### src/rtl/tdc_pkg.sv
// Shared types and constants for the multi-channel TDC with UART reporter.
package tdc_pkg;

  typedef enum logic [1:0] {
    IDLE  = 2'd0,
    ARMED = 2'd1,
    SEND  = 2'd2
  } state_t;

  // Header byte layout: {valid, 4'b0000, channel[2:0]}
  localparam int unsigned VALID_BIT = 7;
  localparam int unsigned CH_LSB    = 0;
  localparam int unsigned CH_W      = 3;

  function automatic int unsigned bytes_per_ch(input int unsigned cnt_w);
    return 1 + cnt_w / 8;
  endfunction

endpackage

### src/rtl/uart_tx_byte.sv
// 8N1 byte transmitter, LSB first. ready is raised during the final stop-bit
// cycle so that a byte loaded then follows with no idle gap.
module uart_tx_byte #(
  parameter int unsigned BAUD_DIV = 87
) (
  input  logic       clk,
  input  logic       rst_n,
  input  logic       load,
  input  logic [7:0] data,
  output logic       tx,
  output logic       ready
);
  localparam int unsigned   BW       = $clog2(BAUD_DIV);
  localparam logic [BW-1:0] LAST     = BW'(BAUD_DIV - 1);
  localparam logic [BW-1:0] STOP_END = BW'(BAUD_DIV - 2);

  logic [BW-1:0] baud_cnt;
  logic [3:0]    bit_idx;
  logic [8:0]    shreg;

  // bit_idx 0 = start bit, 1..8 = data, 9 = stop bit
  always_ff @(posedge clk or negedge rst_n) begin
    if (!rst_n) begin
      tx       <= 1'b1;
      ready    <= 1'b1;
      baud_cnt <= '0;
      bit_idx  <= '0;
      shreg    <= '0;
    end else if (ready) begin
      if (load) begin
        ready    <= 1'b0;
        tx       <= 1'b0;
        shreg    <= {1'b1, data};
        baud_cnt <= '0;
        bit_idx  <= '0;
      end
    end else if (bit_idx == 4'd9 && baud_cnt == STOP_END) begin
      ready    <= 1'b1;
      baud_cnt <= '0;
    end else if (baud_cnt == LAST) begin
      baud_cnt <= '0;
      bit_idx  <= bit_idx + 4'd1;
      tx       <= shreg[0];
      shreg    <= {1'b0, shreg[8:1]};
    end else begin
      baud_cnt <= baud_cnt + BW'(1);
    end
  end

endmodule

### src/rtl/tdc_multi_uart.sv
// Multi-channel coarse TDC: shared counter launched by start, first stop edge
// per channel captured, results reported over 8N1 UART followed by an eot pulse.
module tdc_multi_uart
  import tdc_pkg::*;
#(
  parameter int unsigned NUM_CH   = 4,
  parameter int unsigned CNT_W    = 16,
  parameter int unsigned BAUD_DIV = 87
) (
  input  logic              clk,
  input  logic              rst_n,
  input  logic              start,
  input  logic [NUM_CH-1:0] stop,
  input  logic              mode_cont,
  output logic              tx,
  output logic              busy,
  output logic              eot
);
  localparam int unsigned NB   = CNT_W / 8;
  localparam int unsigned BPC  = bytes_per_ch(CNT_W);
  localparam int unsigned CI_W = (NUM_CH > 1) ? $clog2(NUM_CH) : 1;
  localparam int unsigned BI_W = $clog2(BPC);

  logic [2:0]        start_sy;
  logic [NUM_CH-1:0] stop_s1, stop_s2, stop_s3;
  logic [1:0]        mode_sy;
  logic              start_edge;
  logic [NUM_CH-1:0] stop_edge;

  state_t            state, state_nxt;
  logic [CNT_W-1:0]  cnt;
  logic [CNT_W-1:0]  cap [NUM_CH];
  logic [NUM_CH-1:0] valid;
  logic [CI_W-1:0]   ch_idx;
  logic [BI_W-1:0]   byte_idx;
  logic              last_loaded;

  logic              tx_ready;
  logic              load_c;
  logic [7:0]        byte_c;
  logic              done_c;
  logic              all_valid_c;
  logic              timeout_c;

  // 2-FF synchronisers plus one extra stage for rising-edge detection
  always_ff @(posedge clk or negedge rst_n) begin
    if (!rst_n) begin
      start_sy <= '0;
      stop_s1  <= '0;
      stop_s2  <= '0;
      stop_s3  <= '0;
      mode_sy  <= '0;
    end else begin
      start_sy <= {start_sy[1:0], start};
      stop_s1  <= stop;
      stop_s2  <= stop_s1;
      stop_s3  <= stop_s2;
      mode_sy  <= {mode_sy[0], mode_cont};
    end
  end

  assign start_edge  = start_sy[1] & ~start_sy[2];
  assign stop_edge   = stop_s2 & ~stop_s3;
  assign all_valid_c = &(valid | stop_edge);
  assign timeout_c   = (cnt == '1);
  assign done_c      = (state == SEND) && tx_ready && last_loaded;

  always_ff @(posedge clk or negedge rst_n) begin
    if (!rst_n) state <= IDLE;
    else        state <= state_nxt;
  end

  always_comb begin
    state_nxt = state;
    case (state)
      IDLE:    if (start_edge) state_nxt = ARMED;
      ARMED:   if (all_valid_c || timeout_c) state_nxt = SEND;
      SEND:    if (done_c) state_nxt = mode_sy[1] ? ARMED : IDLE;
      default: state_nxt = IDLE;
    endcase
  end

  // Byte selection: header first, then capture MSB first
  always_comb begin
    load_c = 1'b0;
    byte_c = '0;
    if (state == SEND && tx_ready && !last_loaded) begin
      load_c = 1'b1;
      if (byte_idx == '0) begin
        byte_c[VALID_BIT]         = valid[ch_idx];
        byte_c[CH_LSB +: CH_W]    = CH_W'(ch_idx);
      end else begin
        byte_c = 8'(cap[ch_idx] >> (8 * (NB - 32'(byte_idx))));
      end
    end
  end

  always_ff @(posedge clk or negedge rst_n) begin
    if (!rst_n) begin
      cnt         <= '0;
      valid       <= '0;
      ch_idx      <= '0;
      byte_idx    <= '0;
      last_loaded <= 1'b0;
      busy        <= 1'b0;
      eot         <= 1'b0;
      for (int i = 0; i < NUM_CH; i++) cap[i] <= '0;
    end else begin
      busy <= (state_nxt != IDLE);
      eot  <= done_c;
      case (state)
        IDLE: begin
          if (start_edge) begin
            cnt   <= '0;
            valid <= '0;
          end
        end
        ARMED: begin
          ch_idx      <= '0;
          byte_idx    <= '0;
          last_loaded <= 1'b0;
          if (!timeout_c) cnt <= cnt + CNT_W'(1);
          // Channels still open at saturation report all-ones with valid=0
          for (int i = 0; i < NUM_CH; i++) begin
            if (!valid[i]) begin
              if (stop_edge[i]) begin
                cap[i]   <= cnt;
                valid[i] <= 1'b1;
              end else if (timeout_c) begin
                cap[i] <= '1;
              end
            end
          end
        end
        SEND: begin
          if (load_c) begin
            if (byte_idx == BI_W'(BPC - 1)) begin
              byte_idx <= '0;
              if (ch_idx == CI_W'(NUM_CH - 1)) last_loaded <= 1'b1;
              else                             ch_idx      <= ch_idx + CI_W'(1);
            end else begin
              byte_idx <= byte_idx + BI_W'(1);
            end
          end
          if (done_c && mode_sy[1]) begin
            cnt   <= '0;
            valid <= '0;
          end
        end
        default: ;
      endcase
    end
  end

  uart_tx_byte #(
    .BAUD_DIV(BAUD_DIV)
  ) u_tx (
    .clk   (clk),
    .rst_n (rst_n),
    .load  (load_c),
    .data  (byte_c),
    .tx    (tx),
    .ready (tx_ready)
  );

endmodule

### config.mk
export PLATFORM = sky130hd
export DESIGN_NAME = tdc_multi_uart
export DESIGN_NICKNAME = d
export VERILOG_FILES = /design/src/rtl/tdc_pkg.sv /design/src/rtl/uart_tx_byte.sv /design/src/rtl/tdc_multi_uart.sv
export SDC_FILE = /design/constraint.sdc
export NUM_CORES = 1
export LEC_CHECK = 0
export BUFFER_PORTS_ARGS = -buffer_cell sky130_fd_sc_hd__buf_2
export CORE_ASPECT_RATIO = 1.75
export CORE_UTILIZATION = 63
export DETAILED_ROUTE_END_ITERATION = 6
export PLACE_DENSITY = 0.86
export SLEW_MARGIN = 20
export SYNTH_ARGS = -nofsm -noshare
export SYNTH_HDL_FRONTEND = slang
export SYNTH_SLANG_ARGS = --single-unit
### constraint.sdc
create_clock -name clk -period 2.9 [get_ports clk]
set_clock_uncertainty 0.1 [all_clocks]
set_input_delay 0.435 -clock clk [delete_from_list [all_inputs] [get_ports clk]]
set_output_delay 0.435 -clock clk [all_outputs]
set_load 0.005 [all_outputs]
---- Word-level counts from Yosys, hierarchy flattened ----
Cells that the tools add are included.
Widths: inputs -> output; s select.
storage, ports and cells
  word-level logic and storage cells ...... 151
  bits of input ports ..................... 8
  register bits ........................... 132
  output and inout bits ................... 3
cells by class
  reduce and logical (&&, ||, !) cells .... 28
  $add $sub $neg .......................... 6
  equal/unequal tests ..................... 17
  magnitude comparators ................... 2
  multiplexer cells ....................... 65
  bitwise logic cells ..................... 10
  shifts and indexed selects .............. 1
operators with widths
  kind                   count
  $mux 16                10
  $pmux 16 s3            1
  $mux 9                 4
  $bmux 16 s2            1
  $shr 16x32->8          1
  $mux 4                 7
  $mux 7                 4
  $mux 1                 22
  $reduce_and 3->1       6
  $add 16x1->16 const B  1
  $eq 16x16->1 const B   1
  $mux 2                 8
  $reduce_and 4->1       4
  $eq 7x7->1 const B     2
  $reduce_bool 2->1      7
  $pmux 4 s3             1
  $ne 2x2->1 const B     5
  $mux 8                 1
  $ne 2x1->1 const B     4
  $pmux 2 s2             2
  $add 7x1->7 const B    1
  $eq 2x2->1 const B     3
  $pmux 2 s3             1
  $logic_and 1x1->1      5
  other kinds (21)       27

---- Longest topological paths before layout ----
  depth after elaboration ................. 9
  depth in mapped cells ................... 10
  depth with buffers taken out ............ 7

---- Modules after synthesis ----
From an unflattened synthesis, not the netlist that was laid out.
unflattened totals
  cell total of the unflattened synthesis .. 529
  area total of the unflattened synthesis .. 6444.9 µm²
by module, submodules not included
  module          seq. area each (µm²)  area an instance (µm²)  cells an instance  times used
  tdc_multi_uart  2752.6                5222.5                  421                1
  uart_tx_byte    553.0                 1222.4                  108                1

---- Worst setup path after synthesis ----
Ideal clock, no wire load.
  kind .................................... reg-to-reg
  start ................................... reg byte_idx[0]
  end ..................................... reg u_tx.shreg[0]
  stages on the path, launching flop included .. 9
  data required time ...................... 2724 ps
  arrival time ............................ 2081 ps
  path slack .............................. 643 ps
  path buffers ............................ 2
  library setup time ...................... 76 ps
  clock period less this slack ............ 2257 ps
  cells stage by stage .................... dfrtp_1 -> clkbuf_1 -> clkinv_1 -> ha_1 -> nand2b_1 -> or3_1 -> clkbuf_1 -> o221a_2 -> o21ai_1
on the way
  cells in the longest elaborated chain, start to end .. 6
  elaborated cells between the ends (all ways) .. 7
  those cells by class .................... 1 x add/sub; 1 x shift; 4 x mux; 1 x reduce/logical
ends and longest elaborated chain
  item                    line                   text
  from (decl)             tdc_multi_uart.sv:35   logic [BI_W-1:0] byte_idx;
  from (signal assigned)  tdc_multi_uart.sv:142  byte_idx <= byte_idx + BI_W'(1);
  $sub 2x2->3             tdc_multi_uart.sv:93   byte_c = 8'(cap[ch_idx] >> (8 * (NB - 32'(byte_idx))));
  $shr 16x32->8           tdc_multi_uart.sv:93
  $mux 3 *                tdc_multi_uart.sv:89   if (byte_idx == '0) begin
  $mux 8 *                tdc_multi_uart.sv:87   if (state == SEND && tx_ready && !last_loaded) begin
  $mux 9 *                uart_tx_byte.sv:30     if (load) begin
  $mux 9 *                uart_tx_byte.sv:29     end else if (ready) begin
  to (signal assigned)    uart_tx_byte.sv:33     shreg <= {1'b1, data};
  to (signal assigned)    uart_tx_byte.sv:44     shreg <= {1'b0, shreg[8:1]};
  to (decl)               uart_tx_byte.sv:19     logic [8:0] shreg;
Mark *: on every way between the ends. The rest lies on a longest branch, timed or not. The select of a mux whose other input is x is not followed.
A chain may end at the register's enable or synchronous reset.

---- Worst setup path after layout ----
  start ................................... reg u_tx.ready
  end ..................................... reg cnt[15]
on the way
  cells in the longest elaborated chain, start to end .. 5
ends and longest elaborated chain
  item                            line                   text
  from (decl)                     uart_tx_byte.sv:11     output logic ready
  from (signal assigned)          uart_tx_byte.sv:25     ready <= 1'b1;
  from (signal assigned)          uart_tx_byte.sv:31     ready <= 1'b0;
  from (signal assigned)          uart_tx_byte.sv:38     ready <= 1'b1;
  $logic_and 1x1->1 (2 in a row)  tdc_multi_uart.sv:66   assign done_c = (state == SEND) && tx_ready && last_loaded;
  named net done_c                tdc_multi_uart.sv:41   logic done_c;
  $logic_and 1x1->1               tdc_multi_uart.sv:145  if (done_c && mode_sy[1]) begin
  $ne 2x1->1 (no line)            --
  $reduce_and 4->1 (no line)      --
  to (signal assigned)            tdc_multi_uart.sv:122  if (!timeout_c) cnt <= cnt + CNT_W'(1);
  to (decl)                       tdc_multi_uart.sv:31   logic [CNT_W-1:0] cnt;
The timed path passes the listed nets, and every way through them passes these cells.

==> results.json <==
{
  "synthFlopType": "dfrtp_1",
  "rows": 49,
  "tns_ns": 0,
  "fillers": 662,
  "required_ns": 3.14,
  "crit_chain": "nand4_1 > inv_1 > nand2_1 > o2bb2ai_4 > or4_1 > a21oi_1",
  "dr.first_iter.drc_count": 320,
  "avgSynthCellArea_um2": 10.2,
  "post_cts_resized": 0,
  "cts_hold_buf": 1,
  "initial_utilization": 0.643,
  "vias_per_cell": 6.56,
  "path_class": "reg2reg",
  "gp_congestion": 0.884,
  "setup_viol": 0,
  "post_cts_buffers": 0,
  "drc": 0,
  "synthArstFlopShare": 1.00,
  "cts_root_buffer": "clkbuf_16",
  "status": "finished, final reports clean",
  "max-cap-violations": 0,
  "cp_num_buf_inv": 1,
  "n_antenna_cell": 0,
  "cp-start-kind": "flop",
  "wirelength_um": 16100,
  "yosys.area.top_type": "dfrtp_1",
  "period_share": 0.862,
  "crit_arrival_ns": 2.74,
  "cts-htree-levels": 4,
  "crit_fanout": 27,
  "finalPower_mw": 6.80,
  "power_density_nw_per_um2": 930,
  "first_pass_iters": 5,
  "die_h_um": 137,
  "period_needed_ns": 2.50,
  "synthesis.area_um2": 6580,
  "port_buffers": 10,
  "antenna_found_initial": 0,
  "synth_cell_types": 57,
  "p_int_mw": 4.42,
  "final_hold_viol_count": 0,
  "fin_util": 0.714,
  "antenna_left": 0,
  "critPathTopFamily": "simple AND/OR/NAND/NOR gates",
  "final_nets": 660,
  "yosysTopAreaCellShare": 0.494,
  "switching_share": 0.349,
  "multi_input_area_um2": 2720,
  "vias": 5120,
  "cts_made_buffers": 17,
  "ir_drop_uv": 642,
  "synth_warnings": 0,
  "synthTopCellsByArea": "dfrtp_1, nor4b_1, a21oi_1, mux4_2, inv_1",
  "synth_edf_count": 0,
  "end_kind": "flop",
  "drv_slew": 0,
  "netlist_instances": 647,
  "grt_max_degree": 53,
  "clk_path_buf_depth": 2,
  "insertion_delay_ns": 0.42,
  "max_stage_delay_ns": 0.65,
  "hold_path_class": "in2reg",
  "synth_seq_area_share": 0.502,
  "dieWidth_um": 79.3,
  "cts.sinks": 132,
  "grt_pass1_vias": 5379,
  "pin_count": 11,
  "syn_nets": 666,
  "grt_overflow_total": 0,
  "place_inst": 748,
  "dieArea_um2": 10900,
  "seqCellArea_um2": 3310,
  "rsz0062_at_grt": "no",
  "combinationalPowerShare": 0.259,
  "clk_pin_slew_ns": 0.07,
  "cts_tree": "yes",
  "stdcell_count": 781,
  "hpwlAfterDp_um": 10200,
  "grt_use_total": 0.322,
  "wl_per_cell_um": 20.6,
  "synth_seq_cells": 132,
  "max_clock_freq_mhz": 400,
  "worst_pin_slew_ns": 0.909,
  "slowest_stage": "dfstp_2",
  "p_switching_mw": 2.37,
  "drive_above_1_share": 0.148,
  "p_leak_nw": 3.16,
  "grt_pass1_wl_um": 26200,
  "clkPwrFrac": 0.333,
  "slew_headroom": 0.394,
  "synthToLayoutAreaGrowth_pct": 11.1,
  "core_um2": 10200,
  "p_seq_frac": 0.408
}
## kinds of logic (layout without fill, tap and decap cells)
family	Yosys count	count (layout)	share of synthesized area
fa+ha+maj	11	11	0.0209
compound gates	156	156	0.143
mux	21	21	0.0644
buf+inv	132	139	0.0853
flops	132	132	0.502
xor+xnor	4	4	0.00532
simple gates	191	191	0.179
## registers in the layout, summed over array words and instances, names as in the netlist, 3 cells and up
| register | count |
|---|---|
| u_tx.baud_cnt | 7 |
| start_sy | 3 |
| cap | 64 |
| stop_s1 | 4 |
| u_tx.shreg | 9 |
| u_tx.bit_idx | 4 |
| cnt | 16 |
| valid | 4 |
| stop_s3 | 4 |
| stop_s2 | 4 |
## through the flow
| stage | setup WS, ns | area (um2) | hold WS (ns) |
|---|---|---|---|
| floorplan | 0.643 | 6580 | 0.0394 |
| global placement | 0.573 | 6680 | 0.232 |
| detailed placement | 0.511 | 6680 | 0.236 |
| CTS | 0.444 | 7310 | 0.00599 |
| global route | 0.244 | 7310 | 0.00447 |
| finish | 0.399 | 7310 | 0.0133 |
## Yosys cell counts, drive strengths merged (3+ instances only)
library cell,instances
a211oi,3
a21boi,4
a21oi,93
and3,7
buf,18
clkbuf,36
dfrtp,130
ha,11
inv,77
mux2i,3
mux4,17
nand2,45
nand2b,4
nand3,21
nand4,4
nor2,21
nor2b,5
nor3,4
nor4b,60
o21ai,33
o22ai,3
o31ai,7
or3,12
or4,4
xor2,4
## path summary, 6_finish.rpt
| kind | start | endpoint | slack [ns] | cells after the start |
|---|---|---|---|---|
| setup / recovery | u_tx.ready | cnt[15] | 0.40 | 6 |
| hold / removal | stop[1] | stop_s1[1] | 0.01 | 1 |
| setup reg to reg | u_tx.ready | cnt[15] | 0.40 | 6 |
| hold reg to reg | stop_s1[3] | stop_s2[3] | 0.25 | 0 |
| max in group asynchronous | rst_n | cap[25] | 1.55 | 3 |
| min in group asynchronous | rst_n | u_tx.baud_cnt[5] | 0.40 | 2 |
## area by class of cell
class / instances / area share
clock buffer: 17 / 0.0582
clock inverter: 15 / 0.0267
inverter: 78 / 0.0400
multi-input combinational: 383 / 0.373
sequential: 132 / 0.452
tap: 127 / 0.0217
timing repair buffer: 29 / 0.0287
## layout by cell type, fill, tap and decap left out, types with 3 or more instances in the layout
| master | n |
|---|---|
| o21ai_0 | 19 |
| clkinv_4 | 3 |
| mux2i_1 | 3 |
| ha_1 | 11 |
| buf_2 | 9 |
| nor3_1 | 4 |
| dfrtp_1 | 130 |
| inv_1 | 76 |
| a21boi_0 | 4 |
| clkbuf_16 | 17 |
| nand3_1 | 21 |
| bufinv_16 | 3 |
| or3_1 | 11 |
| o21ai_1 | 8 |
| nor2_1 | 20 |
| nor4b_1 | 60 |
| a21oi_1 | 92 |
| o22ai_1 | 3 |
| nor2b_1 | 5 |
| a211oi_1 | 3 |
| mux4_2 | 17 |
| inv_6 | 6 |
| nand2b_1 | 3 |
| xor2_1 | 4 |
| or4_1 | 3 |
| buf_4 | 18 |
| and3_1 | 6 |
| nand4_1 | 4 |
| o31ai_1 | 6 |
| nand2_1 | 45 |
| o21ai_4 | 4 |
## layer usage
metal / vias to the layer above / global-route usage / routed length (um)
met1: 2575 / 0.364 / 5830
met2: 212 / 0.544 / 8550
met4: 0 / 0.220 / 836
met5: - / 0 / 0
met3: 75 / 0.0649 / 853
li1: 2258 / - / -
## worst reg2reg max path: stages, from the launching register on
cell       delay (ns)
dfstp_2          0.65
nand4_1          0.26
inv_1            0.18
nand2_1          0.20
o2bb2ai_4        0.33
or4_1            0.55
a21oi_1          0.16
## power by group through the flow
stage               registers [mW]  logic (mW)  clock network, mW
CTS                           2.76        1.73               2.27
detailed placement            2.78        1.68                  0
global route                  2.83        1.90               2.36
finish                        2.77        1.76               2.26
global placement              2.73        1.62                  0
floorplan                     2.60        1.40                  0
Power figures use the tool's default switching activity.
